--- src/rtl/prio_irq_enc_pkg.sv ---
// Shared types and helpers for the registered priority interrupt encoder
// and the combinational picker it uses.
package prio_irq_enc_pkg;

  typedef enum logic {
    IDLE    = 1'b0,
    PRESENT = 1'b1
  } state_t;

  localparam int unsigned MODE_FIXED = 0;
  localparam int unsigned MODE_RR    = 1;

  // Index width for an N-line encoder; never narrower than one bit.
  function automatic int unsigned idx_width(input int unsigned n);
    return (n <= 2) ? 1 : $clog2(n);
  endfunction

endpackage

--- src/rtl/prio_irq_enc_pick.sv ---
// Combinational picker: selects one set bit of cand relative to ptr.
// Round-robin scans upward from ptr; fixed mode (ptr tied to 0) scans downward.
module prio_pick
  import prio_irq_enc_pkg::*;
#(
  parameter int unsigned N  = 8,
  parameter int unsigned W  = 3,
  parameter int unsigned RR = MODE_FIXED
) (
  input  logic [N-1:0] cand,
  input  logic [W-1:0] ptr,
  output logic [W-1:0] idx,
  output logic         any
);

  localparam logic [W:0] LAST = (W+1)'(N - 1);
  localparam logic [W:0] SPAN = (W+1)'(N);

  logic [N-1:0] rot;
  logic [W-1:0] off;
  logic [W:0]   sum;

  // rot[k] is cand[(ptr + k) mod N]; rotating through a doubled copy avoids
  // any variable bit-select and works for non power-of-two N.
  always_comb begin
    rot = N'({cand, cand} >> ptr);
    any = |rot;
    off = '0;
    if (RR == MODE_RR) begin
      for (int unsigned k = N; k > 0; k--) begin
        if (rot[k-1]) off = W'(k - 1);
      end
    end else begin
      for (int unsigned k = 0; k < N; k++) begin
        if (rot[k]) off = W'(k);
      end
    end
    sum = {1'b0, ptr} + {1'b0, off};
    if (sum > LAST) sum = sum - SPAN;
    idx = sum[W-1:0];
  end

endmodule

--- src/rtl/prio_irq_enc.sv ---
// Registered priority interrupt encoder: latches request lines, masks them,
// and presents one granted index at a time through a valid/ack handshake.
module prio_irq_enc
  import prio_irq_enc_pkg::*;
#(
  parameter  int unsigned N  = 8,
  parameter  int unsigned RR = MODE_FIXED,
  localparam int unsigned W  = idx_width(N)
) (
  input  logic         clk,
  input  logic         rst,
  input  logic         EN,
  input  logic [N-1:0] Din,
  input  logic [N-1:0] mask,
  output logic [W-1:0] Y,
  output logic         valid,
  input  logic         ack,
  output logic [N-1:0] pending
);

  localparam logic [W-1:0] LAST_IDX = W'(N - 1);
  localparam logic [N-1:0] ONE      = N'(1);

  state_t       state_q, state_d;
  logic [W-1:0] y_q, y_d;
  logic [W-1:0] ptr_q, ptr_d;
  logic         valid_q, valid_d;
  logic [N-1:0] cand, clr, pend_d;
  logic [W-1:0] pick_idx;
  logic         pick_any;

  assign cand  = pending & mask;
  assign Y     = y_q;
  assign valid = valid_q;

  prio_pick #(
    .N  (N),
    .W  (W),
    .RR (RR)
  ) u_pick (
    .cand (cand),
    .ptr  (ptr_q),
    .idx  (pick_idx),
    .any  (pick_any)
  );

  always_comb begin
    state_d = state_q;
    y_d     = y_q;
    valid_d = valid_q;
    ptr_d   = ptr_q;
    clr     = '0;
    unique case (state_q)
      IDLE: begin
        valid_d = 1'b0;
        y_d     = '0;
        if (EN && pick_any) begin
          state_d = PRESENT;
          valid_d = 1'b1;
          y_d     = pick_idx;
        end
      end
      PRESENT: begin
        if (ack) begin
          clr     = ONE << y_q;
          state_d = IDLE;
          valid_d = 1'b0;
          y_d     = '0;
          if (RR == MODE_RR) ptr_d = (y_q == LAST_IDX) ? '0 : y_q + 1'b1;
        end else if (!EN) begin
          state_d = IDLE;
          valid_d = 1'b0;
          y_d     = '0;
        end
      end
      default: begin
        state_d = IDLE;
        valid_d = 1'b0;
        y_d     = '0;
      end
    endcase
    // A new request on the bit being cleared wins over the clear.
    pend_d = (pending & ~clr) | Din;
  end

  always_ff @(posedge clk) begin
    if (rst) begin
      state_q <= IDLE;
      y_q     <= '0;
      valid_q <= 1'b0;
      ptr_q   <= '0;
      pending <= '0;
    end else begin
      state_q <= state_d;
      y_q     <= y_d;
      valid_q <= valid_d;
      ptr_q   <= ptr_d;
      pending <= pend_d;
    end
  end

endmodule

--- config.mk ---
export PLATFORM = sky130hd
export DESIGN_NAME = prio_irq_enc
export DESIGN_NICKNAME = d
export VERILOG_FILES = /design/src/rtl/prio_irq_enc_pkg.sv /design/src/rtl/prio_irq_enc_pick.sv /design/src/rtl/prio_irq_enc.sv
export SDC_FILE = /design/constraint.sdc
export NUM_CORES = 1
export LEC_CHECK = 0
export BUFFER_PORTS_ARGS = -buffer_cell sky130_fd_sc_hd__buf_2
export CAP_MARGIN = 20
export CORE_MARGIN = 5
export CORE_UTILIZATION = 37
export DETAILED_ROUTE_END_ITERATION = 12
export PLACE_DENSITY = 0.81
export SETUP_SLACK_MARGIN = 0.1
export SYNTH_ARGS = -nofsm -noshare
export SYNTH_HDL_FRONTEND = slang
export SYNTH_SLANG_ARGS = --single-unit
--- constraint.sdc ---
create_clock -name clk -period 1.1 [get_ports clk]
set_input_delay 0.11 -clock clk [delete_from_list [all_inputs] [get_ports clk]]
set_output_delay 0.11 -clock clk [all_outputs]
set_load 0.1 [all_outputs]
==> results of run 1 <==
final timing paths:
| check | from | endpoint | slack [ns] | depth (start not counted) |
|---|---|---|---|---|
| setup / recovery | Y[2] | pending[0] | -0.07 | 4 |
| hold / removal | Din[4] | pending[4] | 0.04 | 3 |
| setup reg to reg | Y[2] | pending[0] | -0.07 | 4 |
| hold reg to reg | valid | valid | 0.49 | 2 |
state kept, by name, indices dropped and copies added, names as in the netlist:
register  flops
state_q       1
valid         1
Y             3
pending       8
power by group:
part / leakage [nW] / switching (mW) / internal (mW)
Clock: 0.0150 / 0.163 / 0.140
Combinational: 0.384 / 0.351 / 0.241
Sequential: 0.115 / 0.0461 / 0.499
Total: 0.514 / 0.560 / 0.880
cells by family after synthesis:
logic type | synth area share, %
AO/OA/AOI/OAI | 29.7
AND/OR/NAND/NOR | 20.2
flip-flops | 44.7
buffers and inverters | 5.38
layout by cell type (no fill, tap or decap), types with 4 or more instances in the layout:
| cell type | instances |
|---|---|
| buf_2 | 19 |
| buf_12 | 12 |
| dfxtp_4 | 11 |
| a21oi_1 | 9 |
| nand2_1 | 8 |
| inv_1 | 7 |
| buf_4 | 7 |
| buf_6 | 7 |
| a22oi_2 | 4 |
| o21ai_2 | 4 |
cell type report:
type | count | share of cell area, %
Timing Repair Buffer | 45 | 38.9
Multi-Input combinational cell | 52 | 29.8
Sequential cell | 13 | 25.3
Clock buffer | 4 | 2.19
Inverter | 7 | 2.19
Tap cell | 16 | 1.67
worst max-delay path: stages (launching register included):
cell	delay [ns]
dfxtp_4	0.36
nand3b_1	0.17
or3_1	0.34
a21oi_2	0.13
nor2_1	0.05
what timing repair did:
item / in CTS / in global routing
hold endpoints to repair: 0 / 0
pin swaps: 6 / 4
setup endpoints to repair: 16 / 19
setup buffers: 3 / 5
hold buffers: 0 / 0
gates resized for setup: 15 / 9
layer usage:
layer / routed length [um] / vias up / share of wire (%)
li1: - / 352 / -
met1: 843 / 343 / 39
met2: 1050 / 48 / 49
met3: 182 / 12 / 8.4
met4: 82 / 0 / 3.8
met5: 0 / - / 0
stage by stage:
step	TNS, ns	hold slack, ns
after global routing	-0.474	0.0470
after CTS	-0.0646	0.0417
after detailed placement	-0.0534	0.328
after global placement	0	0.320
final	-0.192	0.0411
after floorplan	-0.387	0.167
==> metrics.md, run 1 <==
| Metric | Value |
|---|---|
| Outcome | `complete, but fails checks` |
| Failing checks | `setup timing` |
| Placed insts | `126` |
| Met2 usage | `26.3%` |
| CTS Root Cell | `clkbuf_4` |
| Largest area contributor in the netlist | `dfxtp_1` |
| Post-synth EDFFs | `0` |
| Residual DRC count | `0` |
| Post-DP HPWL | `1.53 mm` |
| Ranking of synthesized cells by area | `dfxtp_1, a21oi_1, a22oi_1` |
| Core Util, Final | `79.7%` |
| Rel. slew slack | `82.3%` |
| Filler cell count | `84` |
| RSZ-0062 raised after global routing | `yes` |
| Synth Cell Area | `582 sq um` |
| Main synth FF type | `dfxtp_1` |
| Startpoint Class | `register` |
| Min-delay worst type | `in2reg` |
| Vias/cell | `5.51` |
| CTS Buffer Depth | `2` |
| First-pass GRT wire length | `3.08 mm` |
| Met1 GRT Util | `18.8%` |
| Final min period | `1.17 ns` |
| Ant. Diodes | `0` |
| 1st-iter DRT viols | `31` |
| Maximum clock rate | `856 MHz` |
| Largest net degree at the start of global routing | `15` |
| Register area | `304 sq um` |
| Tot GR Track Use | `16.0%` |
| Syn nets | `93` |
| Syn. warnings | `0` |
| Cell with the most instances after synthesis | `dfxtp_1` |
| Crit Path Max Fanout | `3` |
| Routed vias | `755` |
| Slew @ Worst Pin | `0.265 ns` |
| Leakage power | `0.514 nW` |
| Final worst-path setup slack | `-0.0677 ns` |
| Post-Route WL | `2.16 mm` |
| Count of pins over their slew limit | `0` |
| CP Data Required Time | `1.26 ns` |
| Asr flop ratio synth | `0%` |
| Cells after synthesis | `73` |
| Clk sinks | `13` |
| DR WL/cell | `15.7 um` |
| Register area share after synthesis | `44.7%` |
| Area post-placement | `1050 sq um` |
| Port Buffers | `31` |
| Core area | `1510 sq um` |
| Area Overhead vs Synth | `106%` |
| Final period util | `106%` |
| Finished Layout Cells | `137` |
| CP Data Arrival Time | `1.33 ns` |
| CTS tree | `built` |
| Share of cells above drive strength 1 | `65.3%` |
| Max IR drop VDD | `0.835 mV` |
| Die area | `2470 sq um` |
| Final Hold Fails | `0` |
| Distinct cell type count after synthesis | `19` |
| Gpl congestion | `0.885` |
| CTS H-Tree Depth | `1` |
| Max Cap Violations | `0` |
| DIE HEIGHT | `49.7 um` |
| Initial Utilization | `38.6%` |
| Pwr dens | `1200 nW/um^2` |
| # IOs | `32` |
| Clk_lat worst skew | `0.28 ns` |
| GRT Max-Usage Layer | `met2` |
| Pre-CTS setup slack | `-0.0534 ns` |
| Vias in the first global route | `685` |
| Final setup fails | `5` |
| Worst Setup End Kind | `register` |
| Crit Path Category | `reg2reg` |
| Grt met3 use | `4.52%` |
| CTS clk-pin slew, worst paths | `0.09 ns` |
| Die width | `49.7 um` |
| Skew final | `0.00750 ns` |
| Synth Area per Inst | `7.97 sq um` |
| Register bit total from synthesis | `13` |
| Total grt overflow | `0` |
| Fin area | `1200 sq um` |
| Share of the synthesized area in the top cell type | `44.7%` |
| Total power | `1.44 mW` |
| DR pass1 iterations | `4` |
| Nets | `142` |
| CTS buffer count | `3` |
| Row cnt | `14` |
| Synth top cells by count | `dfxtp_1, a21oi_1, nand2_1` |
| Antenna viol nets, final | `0` |
| Initial antenna violation count | `0` |
| Footprint of the multi-input gates | `358 sq um` |
(Power assumes the default switching activity.)
==> run 2, diff against run 1 <==
clock period = 0.9 ns   (was 1.1 ns; I/O delays follow)
==> run 2 against run 1 <==
The flow still finishes with violations (setup timing); sequential power is 21% higher; power is 29% higher; clock-buffer cell count stayed put; worst setup slack worse by 0.19 ns; design area is 12% higher; clock skew is 0.0027 ns lower; hold slack worse by 0.017 ns; global-route usage is 5.8 points higher; routed wire length is 38% higher; non-clock buffer count is 13 higher; critical path type unchanged.
==> metrics.md, run 2 (synthesis gave the netlist of run 1 again) <==
| Metric | Value |
|---|---|
| Outcome | `complete, but fails checks` |
| Failing checks | `setup timing` |
| CP delay by family, top | `compound AO/OA/AOI/OAI gates` |
| Register area | `307 sq um (+0.82%)` |
| Post-DP HPWL | `1.71 mm (+12%)` |
| Largest net degree at the start of global routing | `15 (unchanged)` |
| Die area | `2470 sq um (unchanged)` |
| DIE HEIGHT | `49.7 um (unchanged)` |
| Slew @ Worst Pin | `0.367 ns (+0.102 ns)` |
| CTS Root Cell | `clkbuf_4` |
| Max Cap Violations | `0 (unchanged)` |
| Skew final | `0.00483 ns (-0.00267 ns)` |
| Final worst-path setup slack | `-0.256 ns (-0.189 ns)` |
| Min-delay src | `Din[2]` |
| Final period util | `128% (+22 points)` |
| Commonest non-fill, non-tap cells in the layout | `buf_2, buf_4, dfxtp_4, buf_12, buf_6` |
| Die width | `49.7 um (unchanged)` |
| Row cnt | `14 (unchanged)` |
| Count of pins over their slew limit | `0 (unchanged)` |
| Ant. Diodes | `0 (unchanged)` |
| Nets | `155 (+9.2%)` |
| CP cell instances | `a22oi_2 -> nand3_2 -> o21ai_4 -> a21oi_1` |
| Min Hold Slack | `0.0237 ns (-0.0174 ns)` |
| R2R Setup Slk | `-0.26 ns (-0.19 ns)` |
| Max IR drop VDD | `0.903 mV (+8.1%)` |
| CTS Buffer Depth | `2 (unchanged)` |
| DR pass1 iterations | `4 (unchanged)` |
| Crit Path Category | `reg2reg` |
| Min-delay worst type | `in2reg` |
| Gpl congestion | `0.825 (-6.7%)` |
| CTS clk-pin slew, worst paths | `0.08 ns (about the same)` |
| Routed vias | `878 (+16%)` |
| Pre-CTS setup slack | `-0.216 ns (-0.163 ns)` |
| First-pass GRT wire length | `4.12 mm (+34%)` |
| Footprint of the multi-input gates | `382 sq um (+6.6%)` |
| Reg-to-reg endpoint | `state_q` |
| RSZ-0062 raised after global routing | `yes` |
| Max incr delay on CP | `0.35 ns (about the same)` |
| Worst Setup End Kind | `register` |
| Reg-to-Reg Start | `pending[3]` |
| CTS Hold Bufs | `0 (unchanged)` |
| CP Data Required Time | `1.06 ns (-0.20 ns)` |
| Hold depth | `3 (unchanged)` |
| Initial antenna violation count | `0 (unchanged)` |
| CTS H-Tree Depth | `1 (unchanged)` |
| Maximum clock rate | `865 MHz (+0.98%)` |
| Bufs and invs on worst path | `0 (unchanged)` |
| Port Buffers | `31 (unchanged)` |
| Max FFs per register | `8 (unchanged)` |
| Core area | `1510 sq um (unchanged)` |
| Post-Route WL | `2.97 mm (+38%)` |
| Area post-placement | `1120 sq um (+7.2%)` |
| Residual DRC count | `0 (unchanged)` |
| Final setup fails | `24 (+19)` |
| CTS buffer count | `3 (unchanged)` |
| Vias/cell | `5.85 (+6.2%)` |
| Initial Utilization | `38.6% (unchanged)` |
| Share of cells above drive strength 1 | `71.6% (+6.4 points)` |
| Final min period | `1.16 ns (-0.0113 ns)` |
| Biggest register | `pending` |
| Total grt overflow | `0 (unchanged)` |
| CTS tree | `built` |
| Antenna viol nets, final | `0 (unchanged)` |
| Hold Path End | `pending[2]` |
| Most common cell after layout, fill and taps aside | `buf_2` |
| Area Overhead vs Synth | `131%` |
| Clk sinks | `13 (unchanged)` |
| Leakage power | `0.593 nW (+15%)` |
| FF-to-FF path depth | `4 (unchanged)` |
| Tot GR Track Use | `21.8% (+5.8 points)` |
| Pwr dens | `1380 nW/um^2 (+15%)` |
| Vias in the first global route | `901 (+32%)` |
| Startpoint Class | `register` |
| Clk_lat worst skew | `0.28 ns (about the same)` |
| 1st-iter DRT viols | `38 (+23%)` |
| Final Hold Fails | `0 (unchanged)` |
| Crit Path Max Fanout | `4 (+1)` |
| Filler cell count | `51 (-39%)` |
| Fin area | `1340 sq um (+12%)` |
| # IOs | `32 (unchanged)` |
| Rel. slew slack | `75.5% (-6.9 points)` |
| DR WL/cell | `19.8 um (+26%)` |
| Slowest cell on the critical path | `dfxtp_4` |
| CP Data Arrival Time | `1.31 ns (-0.02 ns)` |
-- run 2: how the worst max path moves through the flow --
stage                    start  cells after the start         end  slack, ns
floorplan                 Y[2]                      4  pending[0]      -0.34
global placement          Y[2]                      4  pending[0]      -0.19
detailed placement  pending[7]                      4        Y[1]      -0.22
CTS                       Y[2]                      4  pending[0]      -0.22
global route              Y[2]                      4  pending[0]      -0.28
finish              pending[3]                      4     state_q      -0.26
-- run 2: repair_timing --
action,in CTS,in global routing
setup buffers,5,8
resized for setup,24,11
pin swaps,10,6
endpoints found under the setup margin,25,25
-- run 2: metrics by stage --
stage	power [mW]	utilization [%]	cells	TNS (ns)
final	1.86	89.2	150	-3.80
after global placement	1.34	74.7	136	-1.41
after detailed placement	1.35	74.7	136	-1.91
after floorplan	1.04	-	73	-2.28
after CTS	1.78	84.1	145	-3.03
after global routing	1.93	89.2	150	-4.49
-- run 2: final cells by class --
cell class | count | area share [%]
clock buffers | 4 | 1.96
inverters | 7 | 1.96
multi-input cells | 52 | 28.4
flip-flops and latches | 13 | 22.8
well taps | 16 | 1.49
repair buffers | 58 | 43.4
-- run 2: worst min-delay path, cell delays in order --
cell and delay [ns]:
buf_2 0.09, inv_1 0.04, a21oi_1 0.05
-- run 2: power breakdown --
group / switching (mW) / internal (mW) / leakage, nW
Sequential: 0.0507 / 0.608 / 0.115
Combinational: 0.476 / 0.350 / 0.463
Clock: 0.200 / 0.172 / 0.0150
-- run 2: per-layer routing --
metal  up-vias  share of wire (%)  track usage, %
met2        62                 52            38.3
met1       414                 35            19.2
met4         0                5.4            19.7
met5         -                  0               0
li1        380                  -               -
met3        22                7.6            6.93
==> run 3, diff against run 2 <==
--- a/config.mk
+++ b/config.mk
@@ -9,7 +9,7 @@
 export CAP_MARGIN = 20
 export CORE_MARGIN = 5
-export CORE_UTILIZATION = 37
+export CORE_UTILIZATION = 41
 export DETAILED_ROUTE_END_ITERATION = 12
-export PLACE_DENSITY = 0.81
+export PLACE_DENSITY = 0.85
 export SETUP_SLACK_MARGIN = 0.1
 export SYNTH_ARGS = -nofsm -noshare
==> constraint.sdc (replaced) <==
create_clock -name clk -period 1.2 [get_ports clk]
set_input_delay 0.18 -clock clk [delete_from_list [all_inputs] [get_ports clk]]
set_output_delay 0.18 -clock clk [all_outputs]
set_load 0.1 [all_outputs]
==> run 3 against run 2 <==
The flow now finishes without violations; via count fell by 13%; flip-flop and latch count did not move; clock power fell by 27%; non-clock buffer count fell by 24; final cell count fell by 17%; global-route usage rose by 0.26 points; clock skew barely moved; clock-buffer cell count did not move; hold slack improved by 0.078 ns; worst setup slack improved by 0.26 ns.
==> metrics.md, run 3 (synthesis gave the netlist of run 1 again) <==
| Metric | Value |
|---|---|
| Total grt overflow | `0 (unchanged)` |
| Skew final | `0.00444 ns (-0.000396 ns)` |
| CTS clk-pin slew, worst paths | `0.08 ns (about the same)` |
| Residual DRC count | `0 (unchanged)` |
| Pwr dens | `1180 nW/um^2 (-15%)` |
| Seq pwr share | `40.4% (+4.9 points)` |
| Final Hold Fails | `0 (unchanged)` |
| DR pass1 iterations | `4 (unchanged)` |
| Area Overhead vs Synth | `84.1%` |
| Post-DP HPWL | `1.46 mm (-14%)` |
| Commonest non-fill, non-tap cells in the layout | `buf_2, dfxtp_4, buf_12` |
| Max FFs per register | `8 (unchanged)` |
| Total power | `1.26 mW (-32%)` |
| Initial Utilization | `44.2% (+5.5 points)` |
| 1st-iter DRT viols | `38 (unchanged)` |
| Die width | `47.7 um (-4.0%)` |
| CTS Buffer Depth | `2 (unchanged)` |
| Antenna viol nets, final | `0 (unchanged)` |
| Outcome | `finished, final reports clean` |
| CTS H-Tree Depth | `1 (unchanged)` |
| Min-delay src | `Din[4]` |
| Final period util | `99.8% (-29 points)` |
| Hold Path End | `pending[4]` |
| First-pass GRT wire length | `3.37 mm (-18%)` |
| CTS buffer count | `3 (unchanged)` |
| Final min period | `1.20 ns (+0.0408 ns)` |
| Port Buffers | `31 (unchanged)` |
| Clk sinks | `13 (unchanged)` |
| Maximum clock rate | `835 MHz (-3.4%)` |
| Filler cell count | `69 (+35%)` |
| Leakage power | `0.444 nW (-25%)` |
| Power share of the combinational group | `38.0% (-6.5 points)` |
| Row cnt | `13 (-1)` |
| DIE HEIGHT | `47.7 um (-4.0%)` |
| Slew @ Worst Pin | `0.338 ns (-0.0298 ns)` |
| Area post-placement | `1010 sq um (-10%)` |
| RSZ-0062 raised after global routing | `yes` |
| Initial antenna violation count | `0 (unchanged)` |
| Hold depth | `3 (unchanged)` |
| Ant. Diodes | `0 (unchanged)` |
| DR WL/cell | `17.0 um (-14%)` |
| Min-delay worst type | `in2reg` |
| Clk_lat worst skew | `0.28 ns (about the same)` |
| Reg-to-reg endpoint | `pending[0]` |
| CP Data Required Time | `1.36 ns (+0.30 ns)` |
| Core Util, Final | `81.3% (-7.9 points)` |
| Vias/cell | `6.08 (+3.9%)` |
| Startpoint Class | `register` |
| Crit Path Category | `reg2reg` |
| Max IR drop VDD | `0.897 mV (-0.63%)` |
| Tot GR Track Use | `22.1% (+0.26 points)` |
| CTS Hold Bufs | `0 (unchanged)` |
| Most common cell after layout, fill and taps aside | `buf_2` |
| CP Data Arrival Time | `1.36 ns (+0.05 ns)` |
| Die area | `2270 sq um (-7.8%)` |
| Routed vias | `760 (-13%)` |
| Power Internal | `765 uW (-32%)` |
| Gpl congestion | `0.848 (+2.8%)` |
| Clock power share | `21.7% (+1.7 points)` |
| CTS tree | `built` |
| Post-Route WL | `2.13 mm (-28%)` |
| Nets | `131 (-15%)` |
| Core area | `1320 sq um (-13%)` |
| Fin area | `1070 sq um (-20%)` |
| Rel. slew slack | `77.4% (+2.0 points)` |
| Crit Path Max Fanout | `3 (-1)` |
| Setup crit start | `Y[2]` |
| Worst Setup End Kind | `register` |
| Max Cap Violations | `0 (unchanged)` |
| Count of pins over their slew limit | `0 (unchanged)` |
| R2R Setup Slk | `0.003 ns (+0.26 ns)` |
| Biggest register | `pending` |
| Reg-to-Reg Start | `Y[2]` |
| Net switching power | `496 uW (-32%)` |
| CTS Root Cell | `clkbuf_4` |
| # IOs | `32 (unchanged)` |
| Vias in the first global route | `747 (-17%)` |
| FF-to-FF path depth | `4 (unchanged)` |
| Sw Ratio | `39.3% (+0.21 points)` |
| Share of cells above drive strength 1 | `56.4% (-15 points)` |
| Largest net degree at the start of global routing | `15 (unchanged)` |
| Min Hold Slack | `0.102 ns (+0.0784 ns)` |
| Final setup fails | `0 (-100%)` |
[run 3: changes by cell type in the layout (fill, tap and decap cells not counted), sizes merged]
cell | previous run | this run
buf | 58 | 34
[run 3: layout make-up]
type	count	area, sq um	area share [%]
multi-input cells	52	335	31.3
well taps	15	18.8	1.75
repair buffers	34	358	33.4
flip-flops and latches	13	307	28.6
clock buffers	4	26.3	2.45
inverters	7	26.3	2.45
[run 3: stage by stage]
step	std cells	setup TNS, ns	worst slack (ns)
finish	125	0	0.00285
global route	125	-0.0946	-0.0542
CTS	125	0	0.0123
detailed placement	120	0	0.0536
global placement	120	0	0.0964
floorplan	73	-0.0614	-0.0371
[run 3: timing repair]
action,in CTS,in global routing
endpoints found under the setup margin,6,11
pin swaps,3,6
buffers inserted,1,0
resized for setup,4,6
hold endpoints to repair,0,0
[run 3: worst max path at each step]
stage               depth (start not counted)    endpoint  slack, ns
detailed placement                          4  pending[0]       0.05
floorplan                                   4  pending[0]      -0.04
global placement                            4  pending[4]        0.1
CTS                                         4  pending[0]       0.01
global route                                4  pending[0]      -0.05
finish                                      4  pending[0]      0.003
[run 3: per-layer routing]
metal,wire (um),track usage (%),vias to the layer above
met4,91,15.1,0
li1,-,-,333
met2,997,35.8,65
met5,0,0,-
met3,280,7.14,14
met1,760,24.4,348
[run 3: worst max-delay path, cell delays in order, from the launching register on]
cell and delay [ns]:
dfxtp_4 0.36, nand3b_1 0.18, or3_1 0.35, a21oi_1 0.14, nor2_1 0.05
[run 3: power groups by stage]
stage / combinational, mW / sequential [mW] / clock [mW]
finish: 0.479 / 0.509 / 0.273
global route: 0.498 / 0.515 / 0.306
CTS: 0.466 / 0.507 / 0.276
detailed placement: 0.452 / 0.517 / 0
global placement: 0.445 / 0.514 / 0
floorplan: 0.0814 / 0.695 / 0
